--- config.mk ---
export PLATFORM = sky130hd
export DESIGN_NAME = elevator_ctrl
export DESIGN_NICKNAME = d
export VERILOG_FILES = /design/src/rtl/elevator_ctrl.sv
export SDC_FILE = /design/constraint.sdc
export NUM_CORES = 1
export LEC_CHECK = 0
export ABC_AREA = 1
export ABC_CLOCK_PERIOD_IN_PS = 2300
export BUFFER_PORTS_ARGS = -buffer_cell sky130_fd_sc_hd__buf_2
export CORE_ASPECT_RATIO = 0.8
export CORE_MARGIN = 3
export CORE_UTILIZATION = 60
export CTS_BUF_LIST = sky130_fd_sc_hd__clkbuf_2
export CTS_CLUSTER_SIZE = 28
export DETAILED_ROUTE_END_ITERATION = 10
export PLACE_DENSITY = 0.79
export REMOVE_ABC_BUFFERS = 1
export SYNTH_ARGS = -nofsm -noshare
export SYNTH_HDL_FRONTEND = slang
export SYNTH_SLANG_ARGS = --single-unit
--- constraint.sdc ---
create_clock -name clk -period 2.3 [get_ports clk]
set_input_delay 0.115 -clock clk [delete_from_list [all_inputs] [get_ports clk]]
set_output_delay 0.115 -clock clk [all_outputs]
set_load 0.005 [all_outputs]
--- src/rtl/elevator_ctrl.sv ---
// elevator_ctrl: N-floor elevator controller using a SCAN policy.
//   Active-low buttons are latched into a pending-request vector. The car keeps
//   moving in its current direction while requests lie ahead, otherwise it
//   settles in IDLE, which picks a new direction. Floor-to-floor travel and
//   door dwell are timed by a shared internal counter.
//
// Ports:
//   clk        in   1         system clock
//   rst        in   1         synchronous reset, active-high
//   req_n      in   N_FLOORS  floor request buttons, active-low, synchronous
//   moving     out  1         1 while the car travels between floors
//   dir_up     out  1         1 = up/last-up, 0 = down
//   cur_floor  out  FW        current floor index (FW = $clog2(N_FLOORS))
//   door_open  out  1         1 while doors are open at cur_floor
//   pending    out  N_FLOORS  registered outstanding requests
//
// Build option:
//   ELEV_DOOR_REOPEN_EN  when defined, pressing the current floor's button while
//                        the door is open restarts the door dwell.

module elevator_ctrl #(
  parameter int N_FLOORS      = 4,
  parameter int TRAVEL_CYCLES = 50000000,
  parameter int DOOR_CYCLES   = 100000000
) (
  input  logic                        clk,
  input  logic                        rst,
  input  logic [N_FLOORS-1:0]         req_n,
  output logic                        moving,
  output logic                        dir_up,
  output logic [$clog2(N_FLOORS)-1:0] cur_floor,
  output logic                        door_open,
  output logic [N_FLOORS-1:0]         pending
);

  localparam int FW   = $clog2(N_FLOORS);
  localparam int MAXC = (TRAVEL_CYCLES > DOOR_CYCLES) ? TRAVEL_CYCLES : DOOR_CYCLES;
  localparam int TW   = $clog2(MAXC);

  localparam logic [TW-1:0] TRAVEL_LAST = TW'(TRAVEL_CYCLES - 1);
  localparam logic [TW-1:0] DOOR_LAST   = TW'(DOOR_CYCLES - 1);

  typedef enum logic [1:0] {
    S_IDLE,
    S_MOVE,
    S_DOOR
  } state_t;

  state_t              state;
  logic [TW-1:0]       timer;
  logic [FW-1:0]       nxt_floor;
  logic [N_FLOORS-1:0] set_mask;
  logic [N_FLOORS-1:0] clr_mask;
  logic [N_FLOORS-1:0] pend_lat;
  logic                travel_done;
  logic                door_done;
  logic                reopen;
  logic                up_any;
  logic                dn_any;
  logic                ahead_any;

  // Any pending request strictly above (up=1) or below (up=0) floor f.
  function automatic logic pending_beyond(input logic [N_FLOORS-1:0] p,
                                          input logic [FW-1:0]       f,
                                          input logic                up);
    logic hit;
    hit = 1'b0;
    for (int unsigned i = 0; i < N_FLOORS; i++) begin
      if (p[i] && (up ? (i > 32'(f)) : (i < 32'(f))))
        hit = 1'b1;
    end
    return hit;
  endfunction

  assign moving    = (state == S_MOVE);
  assign door_open = (state == S_DOOR);

  always_comb begin
    nxt_floor   = dir_up ? cur_floor + FW'(1) : cur_floor - FW'(1);
    travel_done = (timer == TRAVEL_LAST);
    door_done   = (timer == DOOR_LAST);

`ifdef ELEV_DOOR_REOPEN_EN
    reopen = (state == S_DOOR) && !req_n[cur_floor];
`else
    reopen = 1'b0;
`endif

    // The open floor's own button is never latched while the door is open.
    set_mask = ~req_n;
    if (state == S_DOOR)
      set_mask[cur_floor] = 1'b0;

    up_any    = pending_beyond(pending, cur_floor, 1'b1);
    dn_any    = pending_beyond(pending, cur_floor, 1'b0);
    ahead_any = pending_beyond(pending, nxt_floor, dir_up);

    // Serving a floor clears its bit; clear wins over a same-edge press.
    clr_mask = '0;
    if (state == S_IDLE && pending[cur_floor])
      clr_mask[cur_floor] = 1'b1;
    if (state == S_MOVE && travel_done && pending[nxt_floor])
      clr_mask[nxt_floor] = 1'b1;

    pend_lat = (pending | set_mask) & ~clr_mask;
  end

  always_ff @(posedge clk) begin
    if (rst) begin
      state     <= S_IDLE;
      cur_floor <= '0;
      dir_up    <= 1'b1;
      pending   <= '0;
      timer     <= '0;
    end else begin
      pending <= pend_lat;
      case (state)
        S_IDLE: begin
          timer <= '0;
          if (pending[cur_floor]) begin
            state <= S_DOOR;
          end else if (up_any && (dir_up || !dn_any)) begin
            dir_up <= 1'b1;
            state  <= S_MOVE;
          end else if (dn_any) begin
            dir_up <= 1'b0;
            state  <= S_MOVE;
          end
        end
        S_MOVE: begin
          if (travel_done) begin
            timer     <= '0;
            cur_floor <= nxt_floor;
            // Arrival decision uses the requests known before this edge.
            if (pending[nxt_floor])
              state <= S_DOOR;
            else if (!ahead_any)
              state <= S_IDLE;
          end else begin
            timer <= timer + TW'(1);
          end
        end
        S_DOOR: begin
          if (reopen) begin
            timer <= '0;
          end else if (door_done) begin
            timer <= '0;
            state <= S_IDLE;
          end else begin
            timer <= timer + TW'(1);
          end
        end
        default: begin
          state <= S_IDLE;
          timer <= '0;
        end
      endcase
    end
  end

endmodule
==> summary.md <==
| Metric | Value |
|---|---|
| Placer Congestion | 0.956 |
| Max-cap violations | 0 |
| Routed wl met2 | 2240 um |
| Met3 wire length | 419 um |
| Tightest Pin Transition | 0.406 ns |
| GRT Total Usage | 24.9% |
| 1st-pass router iterations | 5 |
| Largest net degree at the start of global routing | 22 |
| Count of hold-fix buffers inserted at cts | 0 |
| Clk pin slew, worst setup/hold paths | 0.14 ns |
| Cells after synthesis | 361 |
| Critical path's slowest cell | dfxtp_2 |
| Final hold vios | 0 |
| Core footprint | 3640 um2 |
| # rows | 19 |
| Largest stage delay on the critical path | 0.41 ns |
| Vias post-DR | 2377 |
| Buffer type at the clock tree root | clkbuf_2 |
| Detail Placement HPWL | 4320 um |
| Switching power | 0.518 mW |
| Crit Path Max Fanout | 7 |
| Number of global-route vias before repair | 2110 |
| CTS tree | done |
| Crit path launch | cur_floor[1] |
| Nets | 397 |
| Antenna violations before repair | 0 |
| Sequential share of the synthesized area | 30.0% |
| Avg Inst Size Synth | 6.65 um2 |
| Dpl ws | 0.285 ns |
| Post-Synthesis Cell Area | 2400 um2 |
| Top Metal Used | met4 |
| Pint | 0.860 mW |
| Die area | 4800 um2 |
| Skew final | 0.0327 ns |
| Initial Utilization | 66.0% |
| Worst VDD drop | 0.387 mV |
| Clk buf depth | 2 |
| Critical setup path kind | flop to flop |
| RSZ-0062 raised after global routing | false |
| Hold Path End | pending[0] |
| Final worst path period share | 87.4% |
| Worst Path Buf+Inv | 4 |
| Worst R2R Path Depth | 12 |
| Power share of the clock group | 19.1% |
| Routed length on met1 | 2930 um |
| Crit-path leading delay family | simple AND/OR/NAND/NOR gates |
| Startpoint class of the critical path | flop |
| Die Ht | 62.6 um |
| Final TNS setup | 0 ns |
| PwrDens | 539 nW/um2 |
| Hold path startpoint | rst |
| CTS H-tree depth | 2 |
| CP Capture Type | flop |
| ANT nets after route | 0 |
| DR vias/cell | 5.49 |
| Layout area overhead | 6.51% |
| DRT iter0 DRCs | 237 |
| Max transition margin | 72.7% |
| Gr ovfl total | 0 |
| DRC viols | 0 |
| Post-Route Utilization | 70.3% |
| Skew-Pair Late Insertion Delay | 0.39 ns |
| Leakage dissipation | 1.05 nW |
| Ys Warns | 0 |
| Share of post-route cells with drive strength above 1 | 13.9% |
| Critical Path RT | 2.58 ns |
| Final wirelength | 5660 um |
| Final Max Tran Viols | 0 |
| Clk sink count | 36 |
| Critical path depth | 12 |
| Die W | 76.7 um |
| Inserted Diodes | 0 |
| Sequential power share | 49.4% |
| Hold Crit Depth | 4 |
| WHS | 0.0885 ns |
| IO buf count | 14 |
| # fillers | 347 |
| Final Critical Period | 2.01 ns |
| Crit path top cell by count | nand2_1 |
| Reg-to-Reg Start | cur_floor[1] |
| Min-Delay Path Class | primary input to flop |
| Crit path cell chain | inv_1, ha_1, inv_1, nand2_1, nand2_1, inv_1, nand2_1, nand2_1, nor2_1, nand4_1, nand2_1, inv_1 |
| Cell variety after synth | 36 |
| First-pass GRT wire length | 9870 um |
| #FFs+latches synth | 36 |
| PnR worst setup slack | 0.290 ns |
| CP arrival | 2.29 ns |
| Mean routed wirelength per cell | 13.1 um |
| Switching Fraction | 37.6% |
| Final setup vio count | 0 |
| Comb power frac | 31.5% |
| Achievable Freq | 497 MHz |
| Outcome | complete, no violations |
| I/O pin cnt | 15 |
| Worst R2R Setup Slack | 0.29 ns |
| R2r endpoint | pending[0] |
| CTS Buf Count | 5 |
==> layer usage <==
| metal | vias to the layer above | GRT usage, % |
|---|---|---|
| met4 | 0 | 6.79 |
| met1 | 1085 | 37.1 |
| li1 | 1201 | - |
| met5 | - | 0 |
| met3 | 9 | 6.05 |
| met2 | 82 | 35.2 |
==> through the flow <==
| stage | instance area (um2) | total power, mW | cells |
|---|---|---|---|
| floorplan | 2370 | 0.989 | 358 |
| global placement | 2520 | 1.11 | 426 |
| detailed placement | 2520 | 1.12 | 426 |
| CTS | 2560 | 1.38 | 433 |
| global route | 2560 | 1.48 | 433 |
| finish | 2560 | 1.38 | 433 |
==> layout make-up <==
type,count,area (um2),share of cell area (%)
multi-input cells,271,1460,57.1
flip-flops and latches,36,722,28.2
inverters,51,191,7.49
repair buffers,16,85.1,3.33
well taps,52,65.1,2.54
clock buffers,5,25.0,0.978
clock inverters,2,7.51,0.294
==> power by group through the flow <==
stage	registers, mW	logic (mW)	clock network [mW]
2_1_floorplan	0.686	0.303	0
3_3_place_gp	0.692	0.418	0
3_5_place_dp	0.693	0.430	0
4_1_cts	0.679	0.432	0.270
5_1_grt	0.686	0.494	0.298
6_report	0.681	0.434	0.263
==> worst reg2reg max path, cell delays in order (launching register included) <==
cell,delay [ns]
dfxtp_2,0.41
inv_1,0.14
ha_1,0.35
inv_1,0.10
nand2_1,0.06
nand2_1,0.13
inv_1,0.09
nand2_1,0.06
nand2_1,0.09
nor2_1,0.23
nand4_1,0.15
nand2_1,0.09
inv_1,0.03
==> synth_stat cells (all sizes together) <==
cell type / n / share of area (%)
nor2: 75 / 13
nand4: 9 / 2.3
nand3b: 1 / 0.31
o211ai: 1 / 0.31
a31oi: 2 / 0.52
nor3: 17 / 4.6
xor2: 7 / 2.6
xnor2: 4 / 1.5
o22ai: 3 / 0.78
nor4: 2 / 0.78
buf: 3 / 1.1
nor3b: 3 / 1.1
dfxtp: 36 / 30
inv: 51 / 8.0
nand3: 26 / 6.6
a21oi: 13 / 2.7
o21ai: 17 / 4.2
ha: 10 / 5.2
or2: 1 / 0.26
a211oi: 1 / 0.31
nand2: 79 / 13
==> registers in the layout (all words and copies together), names as in the netlist <==
signal,cells
timer,27
pending,4
cur_floor,2
state,2
dir_up,1
==> worst max-delay path by stage <==
stage | endpoint | slack, ns
after floorplan | state[0] | 0.37
after detailed placement | pending[0] | 0.28
after global routing | pending[0] | 0.08
final | pending[0] | 0.29
after global placement | pending[0] | 0.38
after CTS | pending[0] | 0.25
==> repair_timing <==
| item | 4_1_cts | 5_1_grt |
|---|---|---|
| setup buffers | 0 | 0 |
| gates resized for setup | 0 | 1 |
| endpoints found under the setup margin | 0 | 4 |
==> placed cells by master, fill, tap and decap left out, types with 2 or more instances in the layout <==
cell type   n
nor2_4      4
ha_1       10
nand3_1    22
nor2_1     68
nor3_2      3
nand2_2     5
clkbuf_2    5
clkinv_1    2
xnor2_1     4
nor3_1     13
nand4_1     9
nor2_2      3
inv_1      47
dfxtp_1    35
xor2_1      7
buf_2      14
nand3_2     3
nand2_4     2
nor3b_1     2
o22ai_1     3
nand2_1    72
a31oi_1     2
a21oi_1    13
inv_2       4
o21ai_0    14
buf_4       2
==> kinds of logic (layout without fill, tap and decap cells) <==
kind of cell               Yosys count  after routing  synth area share, %
and+or+nand+nor                    213            213                 42.8
adders and majority gates           10             10                 5.21
xor gates and xnor gates            11             11                 4.01
AOI/OAI and AO/OA                   37             37                 8.81
buffers and inverters               54             74                 9.12
DFF                                 36             36                 30.0
(Power assumes the default switching activity.)
